$ cat config.mk
export PLATFORM = sky130hd
export DESIGN_NAME = text_write_scheduler_flat
export DESIGN_NICKNAME = d
export VERILOG_FILES = /design/src/rtl/text_write_scheduler_if.sv /design/src/rtl/text_write_scheduler.sv /design/src/flat_wrapper.sv
export SDC_FILE = /design/constraint.sdc
export NUM_CORES = 1
export LEC_CHECK = 0
export CORE_MARGIN = 2
export CORE_UTILIZATION = 46
export CTS_BUF_LIST = sky130_fd_sc_hd__clkbuf_4 sky130_fd_sc_hd__clkbuf_8
export DETAILED_ROUTE_END_ITERATION = 12
export PLACE_DENSITY = 0.85
export SETUP_SLACK_MARGIN = 0.3
export SYNTH_ARGS = -nofsm -noshare
export SYNTH_HDL_FRONTEND = slang
export SYNTH_SLANG_ARGS = --single-unit
export TNS_END_PERCENT = 5
$ cat constraint.sdc
create_clock -name clk -period 2.2 [get_ports clk]
set_clock_uncertainty 0.05 [all_clocks]
set_input_delay 0.44 -clock clk [delete_from_list [all_inputs] [get_ports clk]]
set_output_delay 0.44 -clock clk [all_outputs]
set_load 0.02 [all_outputs]
$ cat src/rtl/text_write_scheduler_if.sv
// Bus bundle between the character source and the text RAM write scheduler.
// The slave modport is the scheduler's view; the master modport is the view of
// whatever drives characters in and observes the write port and the cursor.
interface text_write_scheduler_if;
  logic [7:0] in_char;
  logic       in_valid;
  logic       in_ready;
  logic       wr_en;
  logic [3:0] wr_row;
  logic [5:0] wr_col;
  logic [7:0] wr_char;
  logic [3:0] cur_row;
  logic [5:0] cur_col;
  logic       busy;

  modport slave (
    input  in_char,
    input  in_valid,
    output in_ready,
    output wr_en,
    output wr_row,
    output wr_col,
    output wr_char,
    output cur_row,
    output cur_col,
    output busy
  );

  modport master (
    output in_char,
    output in_valid,
    input  in_ready,
    input  wr_en,
    input  wr_row,
    input  wr_col,
    input  wr_char,
    input  cur_row,
    input  cur_col,
    input  busy
  );
endinterface

$ cat src/rtl/text_write_scheduler.sv
// Text RAM write scheduler: sole owner of the character-cell RAM write port.
// Accepts bytes over valid/ready, tracks the cursor, interprets LF/CR/BS/FF,
// and generates character, erase and blank-fill writes (one per cycle).
//
// Optional feature macro: LINE_CLEAR_EN
//   defined   -> entering a new row (column wrap or LF) blanks that row
//   undefined -> row changes only move the cursor
//
// state     | meaning
// ----------+-----------------------------------------------------------
// IDLE      | ready for a byte; printable/BS writes issue from here
// CLEAR_ALL | blanking the whole screen row-major (after reset or FF)
// CLEAR_ROW | blanking the cursor row, col 0..COLS-1 (LINE_CLEAR_EN only)
module text_write_scheduler #(
  parameter int         ROWS  = 16,
  parameter int         COLS  = 64,
  parameter logic [7:0] BLANK = 8'h20
) (
  input  logic                   clk,
  input  logic                   reset,
  text_write_scheduler_if.slave  bus
);

  localparam logic [3:0] LAST_ROW = 4'(ROWS - 1);
  localparam logic [5:0] LAST_COL = 6'(COLS - 1);

  localparam logic [7:0] CH_BS = 8'h08;
  localparam logic [7:0] CH_LF = 8'h0A;
  localparam logic [7:0] CH_FF = 8'h0C;
  localparam logic [7:0] CH_CR = 8'h0D;

  typedef enum logic [1:0] {
    IDLE      = 2'd0,
    CLEAR_ALL = 2'd1
`ifdef LINE_CLEAR_EN
    ,
    CLEAR_ROW = 2'd2
`endif
  } state_t;

  state_t     state, state_n;
  logic [3:0] fill_row, fill_row_n;
  logic [5:0] fill_col, fill_col_n;

  logic       wr_en_q,   wr_en_n;
  logic [3:0] wr_row_q,  wr_row_n;
  logic [5:0] wr_col_q,  wr_col_n;
  logic [7:0] wr_char_q, wr_char_n;
  logic [3:0] cur_row_q, cur_row_n;
  logic [5:0] cur_col_q, cur_col_n;
  logic       busy_q,    busy_n;
  logic       ready_q,   ready_n;

  logic       accept;
  logic       printable;
  logic [3:0] row_next;

  // State and fill counter; reset (even mid-sequence) restarts the full clear.
  always_ff @(posedge clk) begin
    if (reset) begin
      state    <= CLEAR_ALL;
      fill_row <= '0;
      fill_col <= '0;
    end else begin
      state    <= state_n;
      fill_row <= fill_row_n;
      fill_col <= fill_col_n;
    end
  end

  // Registered outputs: write port, cursor and handshake status.
  always_ff @(posedge clk) begin
    if (reset) begin
      wr_en_q   <= 1'b0;
      wr_row_q  <= '0;
      wr_col_q  <= '0;
      wr_char_q <= '0;
      cur_row_q <= '0;
      cur_col_q <= '0;
      busy_q    <= 1'b1;
      ready_q   <= 1'b0;
    end else begin
      wr_en_q   <= wr_en_n;
      wr_row_q  <= wr_row_n;
      wr_col_q  <= wr_col_n;
      wr_char_q <= wr_char_n;
      cur_row_q <= cur_row_n;
      cur_col_q <= cur_col_n;
      busy_q    <= busy_n;
      ready_q   <= ready_n;
    end
  end

  // Next-state, byte interpretation and next values of the registered outputs.
  always_comb begin
    state_n    = state;
    fill_row_n = fill_row;
    fill_col_n = fill_col;
    wr_en_n    = 1'b0;
    wr_row_n   = wr_row_q;
    wr_col_n   = wr_col_q;
    wr_char_n  = wr_char_q;
    cur_row_n  = cur_row_q;
    cur_col_n  = cur_col_q;

    // ready_q is only ever high in IDLE, so it doubles as the accept gate.
    accept    = bus.in_valid && ready_q;
    printable = (bus.in_char >= 8'h20) && (bus.in_char <= 8'h7E);
    row_next  = (cur_row_q == LAST_ROW) ? 4'd0 : cur_row_q + 4'd1;

    case (state)
      IDLE: begin
        if (accept) begin
          if (printable) begin
            wr_en_n   = 1'b1;
            wr_row_n  = cur_row_q;
            wr_col_n  = cur_col_q;
            wr_char_n = bus.in_char;
            if (cur_col_q == LAST_COL) begin
              cur_col_n = '0;
              cur_row_n = row_next;
`ifdef LINE_CLEAR_EN
              state_n    = CLEAR_ROW;
              fill_col_n = '0;
`endif
            end else begin
              cur_col_n = cur_col_q + 6'd1;
            end
          end else begin
            case (bus.in_char)
              CH_LF: begin
                cur_col_n = '0;
                cur_row_n = row_next;
`ifdef LINE_CLEAR_EN
                state_n    = CLEAR_ROW;
                fill_col_n = '0;
`endif
              end
              CH_CR: begin
                cur_col_n = '0;
              end
              CH_BS: begin
                // No reverse wrap onto the previous row at column 0.
                if (cur_col_q != 6'd0) begin
                  cur_col_n = cur_col_q - 6'd1;
                  wr_en_n   = 1'b1;
                  wr_row_n  = cur_row_q;
                  wr_col_n  = cur_col_q - 6'd1;
                  wr_char_n = BLANK;
                end
              end
              CH_FF: begin
                cur_row_n  = '0;
                cur_col_n  = '0;
                state_n    = CLEAR_ALL;
                fill_row_n = '0;
                fill_col_n = '0;
              end
              default: begin
                // Unknown control or non-ASCII byte: consumed and dropped.
              end
            endcase
          end
        end
      end

      CLEAR_ALL: begin
        wr_en_n   = 1'b1;
        wr_row_n  = fill_row;
        wr_col_n  = fill_col;
        wr_char_n = BLANK;
        if (fill_col == LAST_COL) begin
          fill_col_n = '0;
          if (fill_row == LAST_ROW) begin
            fill_row_n = '0;
            state_n    = IDLE;
          end else begin
            fill_row_n = fill_row + 4'd1;
          end
        end else begin
          fill_col_n = fill_col + 6'd1;
        end
      end

`ifdef LINE_CLEAR_EN
      CLEAR_ROW: begin
        // Cursor already points at the new row; it is held while blanking.
        wr_en_n   = 1'b1;
        wr_row_n  = cur_row_q;
        wr_col_n  = fill_col;
        wr_char_n = BLANK;
        if (fill_col == LAST_COL) begin
          fill_col_n = '0;
          state_n    = IDLE;
        end else begin
          fill_col_n = fill_col + 6'd1;
        end
      end
`endif

      default: begin
        state_n = IDLE;
      end
    endcase

    busy_n  = (state_n != IDLE);
    ready_n = (state_n == IDLE);
  end

  assign bus.wr_en    = wr_en_q;
  assign bus.wr_row   = wr_row_q;
  assign bus.wr_col   = wr_col_q;
  assign bus.wr_char  = wr_char_q;
  assign bus.cur_row  = cur_row_q;
  assign bus.cur_col  = cur_col_q;
  assign bus.busy     = busy_q;
  assign bus.in_ready = ready_q;

endmodule

$ cat src/flat_wrapper.sv
// flat-port wrapper written by rule: the top's interface ports become plain ports
module text_write_scheduler_flat 
#(
  parameter int         ROWS  = 16,
  parameter int         COLS  = 64,
  parameter logic [7:0] BLANK = 8'h20
)
  (clk, reset, bus_in_char, bus_in_valid, bus_in_ready, bus_wr_en, bus_wr_row, bus_wr_col, bus_wr_char, bus_cur_row, bus_cur_col, bus_busy);
  text_write_scheduler_if bus_i ();
  input  logic clk;
  input  logic reset;
  input wire logic [$bits(bus_i.in_char)-1:0] bus_in_char;
  input wire logic [$bits(bus_i.in_valid)-1:0] bus_in_valid;
  output wire logic [$bits(bus_i.in_ready)-1:0] bus_in_ready;
  output wire logic [$bits(bus_i.wr_en)-1:0] bus_wr_en;
  output wire logic [$bits(bus_i.wr_row)-1:0] bus_wr_row;
  output wire logic [$bits(bus_i.wr_col)-1:0] bus_wr_col;
  output wire logic [$bits(bus_i.wr_char)-1:0] bus_wr_char;
  output wire logic [$bits(bus_i.cur_row)-1:0] bus_cur_row;
  output wire logic [$bits(bus_i.cur_col)-1:0] bus_cur_col;
  output wire logic [$bits(bus_i.busy)-1:0] bus_busy;
  assign bus_i.in_char = bus_in_char;
  assign bus_i.in_valid = bus_in_valid;
  assign bus_in_ready = bus_i.in_ready;
  assign bus_wr_en = bus_i.wr_en;
  assign bus_wr_row = bus_i.wr_row;
  assign bus_wr_col = bus_i.wr_col;
  assign bus_wr_char = bus_i.wr_char;
  assign bus_cur_row = bus_i.cur_row;
  assign bus_cur_col = bus_i.cur_col;
  assign bus_busy = bus_i.busy;
  text_write_scheduler #(.ROWS(ROWS), .COLS(COLS), .BLANK(BLANK)) u_core (.clk(clk), .reset(reset), .bus(bus_i));
endmodule
==> summary.txt, run 1 <==
Outcome
  • Status: completed

Yosys
  • Post-synth ARST share: 0%
  • Count of unique library cells instantiated by Yosys: 62
  • Synth Net Count: 307
  • Gate count of the mapped netlist: 290
  • Sequential share of the synthesized area: between 30% and 40%
  • Synthesized area per cell: 8.27 µm²
  • Commonest register cell after synthesis: dfxtp_1
  • Flops & latches, synth: 43
  • Mapped cell area: 2400 µm²
  • Number of synthesized flops with an enable pin: 0
  • Syn. warnings: 0

Routing
  • Detail Route met2 WL: 3.65 mm
  • Vias: 2724
  • Via/cell ratio: 6.09
  • Initial DRC count: around 220
  • Routed Antenna Nets: 0
  • First-pass DRT Iterations: 4
  • # DRC: 0
  • DR WL met3: 620 µm
  • Met1 WL: 3.26 mm
  • Drt total wl: 7.82 mm
  • Top layer in use: met4
  • Drt wl/cell: 17.5 µm

Timing
  • Final setup fails: 0
  • Worst rel slew slack: 62.0%
  • Setup TNS: 0 ns
  • Unrepaired setup endpoints after global routing: true
  • Final WS setup: between 0.1 and 0.15 ns
  • Final Hold Viols: 0
  • Smallest hold slack: 0.377 ns
  • Worst slew pin tran: 0.566 ns
  • Final Max Slew Viols: 0
  • F_max: 485 MHz
  • Final Cycle Share: 93.7%
  • Min Tclk post-route: 2.06 ns

CTS
  • Clock Latency Late Sink: 0.31 ns
  • Hold buffer count at cts: 0
  • H-tree Lvls: 2
  • Sinks on the clock net: 43
  • Clock root buffer: clkbuf_8
  • CTS clk-pin slew, worst paths: about 0.080 ns
  • Deepest clock path buffer count: 2
  • CTS tree: yes
  • CTS Buf Count: 5

Placed design
  • Post-Place Setup Slack: -0.520 ns
  • Port Buffer Count: 41
  • RePlAce Congestion: 0.933
  • DPL Wire Length: 5.19 mm

Global routing
  • Vias in the first global route: 2570
  • First-pass GRT wire length: 12.3 mm
  • GR Overflow Total: 0
  • Largest net degree at the start of global routing: 23
  • Initial antenna violation count: 0
  • Total GRT Usage: 26.1%

Layout
  • Most frequent cells in the layout: buf_4, dfxtp_1, nor2_1
  • Final core occ: 68.1%
  • Area of the multi-input gates: 1530 µm²
  • Fraction of layout cells with a size suffix above 1: 26.5%
  • Commonest non-fill, non-tap cell in the layout: buf_4
  • Area Growth Syn to Fin: 44.1%
  • Sequential Area: around 860 µm²
  • Final net count: 394
  • Number of diodes: 0
  • Fillcell total: 380

Setup path
  • CP cell instances: buf_6, or4b_4, or3_4, buf_4, o21ai_4, a211oi_1, a311oi_1
  • Critical path peak fanout: 5
  • Crit path max-delay cell type: or4b_4
  • Startpoint types: input pin
  • CP Capture Type: register
  • Largest stage delay, worst path: 0.56 ns
  • Critical Path RT: 2.37 ns
  • Arrival @ worst endpoint: about 2.2 ns
  • CP top delay family: simple AND/OR/NAND/NOR gates
  • WP buf/inv: 2
  • CP Class: in -> reg

Floorplanning
  • Io pins: 42
  • Initial Util: 47.2%
  • Die Span Y: 76.2 µm
  • Core Footprint: 5070 µm²
  • FP Rows: 26
  • Die X: between 70 and 80 µm
  • Die ar.: 5800 µm²

Pwr
  • Lkg Pwr: roughly 1.3 nW
  • Pwr dens: 508 nW/µm²
  • Maximum vdd drop: 0.403 mV

Worst hold path
  • HP Class: in -> reg

Job
  • Maxcap violations: 0
[cells by family after synthesis]
kind of cell	Yosys count	synth area share (%)
buf+inv	27	4.70
simple gates	113	25.0
mux	3	1.25
compound gates	90	27.3
other cells	1	0.156
xor+xnor	7	2.56
flops	43	35.9
fa+ha+maj	6	3.13
[state kept, by name, summed over array words and instances (netlist names)]
| register | cells |
|---|---|
| u_core.bus.wr_char | 8 |
| u_core.bus.cur_col | 6 |
| u_core.bus.wr_col | 6 |
| u_core.fill_col | 6 |
| u_core.bus.cur_row | 4 |
| u_core.bus.wr_row | 4 |
| u_core.fill_row | 4 |
| u_core.state | 2 |
| u_core.bus.busy | 1 |
| u_core.bus.in_ready | 1 |
| u_core.bus.wr_en | 1 |
[cells in the mapped netlist (2+ instances only)]
cell / count / area (µm²)
a31oi_1: 2 / 12.5
nand2_1: 20 / 75.1
nor2_1: 36 / 135
o211ai_1: 4 / 30.0
inv_1: 10 / 37.5
mux2i_1: 3 / 30.0
nand3_1: 9 / 45.0
ha_1: 6 / 75.1
a21o_1: 4 / 30.0
nand3b_1: 4 / 30.0
o21ai_1: 2 / 10.0
a32oi_1: 7 / 61.3
nand2b_1: 2 / 12.5
nor3_2: 4 / 40.0
a311oi_1: 8 / 70.1
a2111oi_0: 2 / 17.5
xor2_1: 2 / 17.5
buf_4: 2 / 15.0
and3_1: 2 / 12.5
xnor2_1: 5 / 43.8
a221oi_1: 3 / 26.3
buf_2: 2 / 10.0
nor2b_1: 2 / 12.5
nor3_1: 12 / 60.1
or3_1: 3 / 18.8
o21ai_0: 12 / 60.1
a21oi_1: 19 / 95.1
dfxtp_1: 43 / 861
or2_2: 2 / 12.5
and3b_1: 2 / 17.5
nand4_1: 3 / 18.8
a211oi_1: 10 / 75.1
or3b_2: 2 / 17.5
a41oi_1: 2 / 17.5
clkbuf_1: 12 / 45.0
[area by class of cell]
cell class / count / area share, %
repair buffers: 96 / 24.0
flip-flops and latches: 43 / 25.0
clock inverters: 1 / 0.869
inverters: 10 / 1.09
clock buffers: 6 / 2.21
well taps: 70 / 2.54
multi-input cells: 221 / 44.4
[tightest hold or removal path, delay by kind of cell]
kind,cells,cell delay [ns]
buf+inv,1,0.11
simple gates,1,0.08
compound gates,1,0.06
[metrics by stage]
stage / total power (W) / area [µm²] / instances
CTS: 0.00173 / 3390 / 447
detailed placement: 0.00111 / 3200 / 433
finish: 0.00175 / 3450 / 447
floorplan: 0.000982 / 2400 / 290
global route: 0.00180 / 3450 / 447
global placement: 0.00111 / 3200 / 433
[report_power, final]
part | total, W | leakage [nW] | switching, W | internal, W
clock | 0.000627 | 0.0547 | 0.000282 | 0.000345
sequential | 0.000824 | 0.351 | 0.0000211 | 0.000803
combinational | 0.000303 | 0.901 | 0.000166 | 0.000137
total | 0.00175 | 1.31 | 0.000469 | 0.00129
[path summary, 6_finish.rpt]
path | startpoint | endpoint | slack [ns] | cells after the start
max | bus_in_char[0] | u_core.bus.wr_row[0]$_SDFFE_PP0P_ | 0.14 | 7
max reg2reg | u_core.bus.cur_col[2]$_SDFFE_PP0P_ | u_core.bus.wr_col[4]$_SDFFE_PP0P_ | 0.20 | 6
min | bus_in_char[3] | u_core.bus.wr_char[3]$_SDFFE_PP0P_ | 0.38 | 3
min reg2reg | u_core.bus.wr_col[2]$_SDFFE_PP0P_ | u_core.bus.wr_col[2]$_SDFFE_PP0P_ | 0.43 | 2
[layer usage]
layer  global-route usage, %  up-vias
met2                    44.0      157
met4                    10.0        0
met3                    5.92       37
met5                       0        -
li1                        -     1268
met1                    32.4     1262
[what timing repair did]
action | CTS | global route
resized for setup | 31 | 12
gates cloned | 1 | 0
pin swaps | 13 | 9
buffers inserted | 6 | 0
endpoints found under the hold margin | 0 | 0
setup endpoints to repair | 46 | 51
(Power assumes the default switching activity.)
==> inputs of run 2 (changes only) <==
--- a/config.mk
+++ b/config.mk
@@ -5,11 +5,10 @@
 export SDC_FILE = /design/constraint.sdc
 export NUM_CORES = 1
 export LEC_CHECK = 0
-export CORE_MARGIN = 2
-export CORE_UTILIZATION = 46
+export CORE_UTILIZATION = 35
 export CTS_BUF_LIST = sky130_fd_sc_hd__clkbuf_4 sky130_fd_sc_hd__clkbuf_8
 export DETAILED_ROUTE_END_ITERATION = 12
-export PLACE_DENSITY = 0.85
+export PLACE_DENSITY = 0.7
 export SETUP_SLACK_MARGIN = 0.3
 export SYNTH_ARGS = -nofsm -noshare
 export SYNTH_HDL_FRONTEND = slang
==> summary.txt, run 2 (synthesis gave the netlist of run 1 again) <==
Pwr
  • Clock Power Share: 35.9%
  • Lkg Pwr: 1.33 nW
  • Seq pwr share: 47.1%
  • Pwr dens: 501 nW/µm²
  • Sw Share: between 20 and 30%
  • Maximum vdd drop: 0.329 mV
  • Internal: 0.00128 W
  • Sw Pwr: 0.000470 W
  • Combinational power share: approximately 17%

Outcome
  • Failing checks: DRC
  • Status: finished with violations

CTS
  • CTS clk-pin slew, worst paths: ~0.09 ns
  • Sinks on the clock net: 43
  • CTS Buf Count: 5
  • Clock root buffer: clkbuf_8
  • Clock Latency Late Sink: 0.30 ns
  • Deepest clock path buffer count: 2
  • CTS tree: yes
  • Hold buffer count at cts: 0
  • H-tree Lvls: 2

Timing
  • Unrepaired setup endpoints after global routing: true
  • F_max: 485 MHz
  • Final Max Slew Viols: 0
  • Final WS setup: 0.139 ns
  • Final setup fails: 0
  • Setup TNS: 0 ns
  • Final Hold Viols: 0
  • Min Tclk post-route: 2.06 ns
  • Final Cycle Share: between 90% and 100%

Setup path
  • CP Capture Type: register
  • Largest stage delay, worst path: 0.55 ns
  • CP Class: in -> reg
  • R2R setup slack: 0.23 ns
  • Startpoint types: input pin
  • CP cell instances: buf_8, or4b_4, or3_4, or3_4, a221oi_2, o21ai_1
  • Crit path max-delay cell type: or4b_4
  • Worst reg-to-reg path cell count: 7
  • Critical Path RT: 2.34 ns
  • Arrival @ worst endpoint: 2.20 ns
  • Critical path peak fanout: 5
  • Most used cell along the critical path: or3_4

Layout
  • Final Non-Filler Cells: 460
  • Final net count: between 300 and 400
  • Commonest non-fill, non-tap cell in the layout: buf_4
  • Fillcell total: around 600
  • Area Growth Syn to Fin: 45.8%
  • Most frequent cells in the layout: buf_4, dfxtp_1, nor2_1
  • Fraction of layout cells with a size suffix above 1: a little over a quarter
  • Largest register FFs: 8
  • Number of diodes: 0

Floorplanning
  • Die ar.: 7180 µm²
  • Initial Util: 36.9%
  • Io pins: 42
  • Die X: approximately 85 µm
  • Die Span Y: around 85 µm
  • FP Rows: 29
  • Core Footprint: about 6500 µm²

Routing
  • # DRC: 2
  • Drt total wl: ~7.5 mm
  • Routed Antenna Nets: 0
  • Initial DRC count: 165
  • First-pass DRT Iterations: 8
  • Via/cell ratio: 5.63
  • Vias: 2592
  • Drt wl/cell: 16.2 µm

Global routing
  • Vias in the first global route: between 2000 and 2500
  • Total GRT Usage: 21.1%
  • Initial antenna violation count: 0
  • Largest net degree at the start of global routing: 36
  • GR Overflow Total: 0
  • First-pass GRT wire length: 12.1 mm

Placed design
  • Dpl cells: 443
  • RePlAce Congestion: approximately 0.86
  • Post-Place Setup Slack: -0.553 ns
  • DPL Wire Length: about 5.2 mm
  • Port Buffer Count: 41

Job
  • Maxcap violations: 0

Worst hold path
  • WHS Path Cells: 3
  • HP Class: in -> reg
run 2: through the flow:
stage / power, W / util, % / cell area (µm²) / hold WS [ns]
6_report: 0.00175 / 53.8 / 3490 / 0.352
3_5_place_dp: 0.00111 / 49.9 / 3240 / 0.416
3_3_place_gp: 0.00111 / 49.9 / 3240 / 0.410
5_1_grt: 0.00182 / 53.8 / 3490 / 0.369
2_1_floorplan: 0.000982 / - / 2400 / 0.415
4_1_cts: 0.00175 / 52.6 / 3420 / 0.349
run 2: what timing repair did:
item,4_1_cts,5_1_grt
resized for setup,33,9
buffers inserted,6,2
pin swaps,10,7
endpoints found under the setup margin,48,43
cloned,0,1
run 2: path summary, 6_finish.rpt:
| path | from | to |
|---|---|---|
| max | bus_in_char[6] | u_core.bus.cur_col[4]$_SDFFE_PP0P_ |
| min | bus_in_char[3] | u_core.bus.wr_char[3]$_SDFFE_PP0P_ |
| max reg2reg | u_core.bus.cur_col[0]$_SDFFE_PP0P_ | u_core.bus.cur_col[4]$_SDFFE_PP0P_ |
| min reg2reg | u_core.bus.wr_col[5]$_SDFFE_PP0P_ | u_core.bus.wr_col[5]$_SDFFE_PP0P_ |
run 2: critical path, delay by kind of cell:
kind | cells | cell delay, ns
AND/OR/NAND/NOR | 3 | 1.34
AO/OA/AOI/OAI | 2 | 0.32
buffers and inverters | 1 | 0.10
run 2: final cells by class:
cell class	count	area [µm²]	area share, %
Multi-Input combinational cell	221	1510	43.3
Timing Repair Buffer	101	872	25.0
Sequential cell	43	862	24.7
Tap cell	77	96.3	2.76
Clock buffer	5	68.8	1.97
Clock inverter	3	43.8	1.25
Inverter	10	37.5	1.07
run 2: metal layers:
layer	GRT usage (%)	wire length [µm]	up-vias	share of wire (%)
met2	35.3	3480	87	47
met3	4.13	448	7	6.0
met5	0	0	-	0
li1	-	-	1277	-
met1	27.9	3460	1221	46
met4	5.55	85	0	1.1
run 2: power groups by stage:
stage / sequential [W] / combinational, W / clock (W)
floorplan: 0.000859 / 0.000122 / 0
global placement: 0.000841 / 0.000271 / 0
detailed placement: 0.000841 / 0.000273 / 0
CTS: 0.000823 / 0.000283 / 0.000639
global route: 0.000826 / 0.000321 / 0.000673
finish: 0.000823 / 0.000298 / 0.000629
==> inputs of run 3 (changes only) <==
--- a/config.mk
+++ b/config.mk
@@ -5,6 +5,7 @@
 export SDC_FILE = /design/constraint.sdc
 export NUM_CORES = 1
 export LEC_CHECK = 0
+export CAP_MARGIN = 20
 export CORE_UTILIZATION = 35
 export CTS_BUF_LIST = sky130_fd_sc_hd__clkbuf_4 sky130_fd_sc_hd__clkbuf_8
 export DETAILED_ROUTE_END_ITERATION = 12
==> results of run 3 <==
Same layout as run 2: the final DEF is identical, and so are final timing and power.
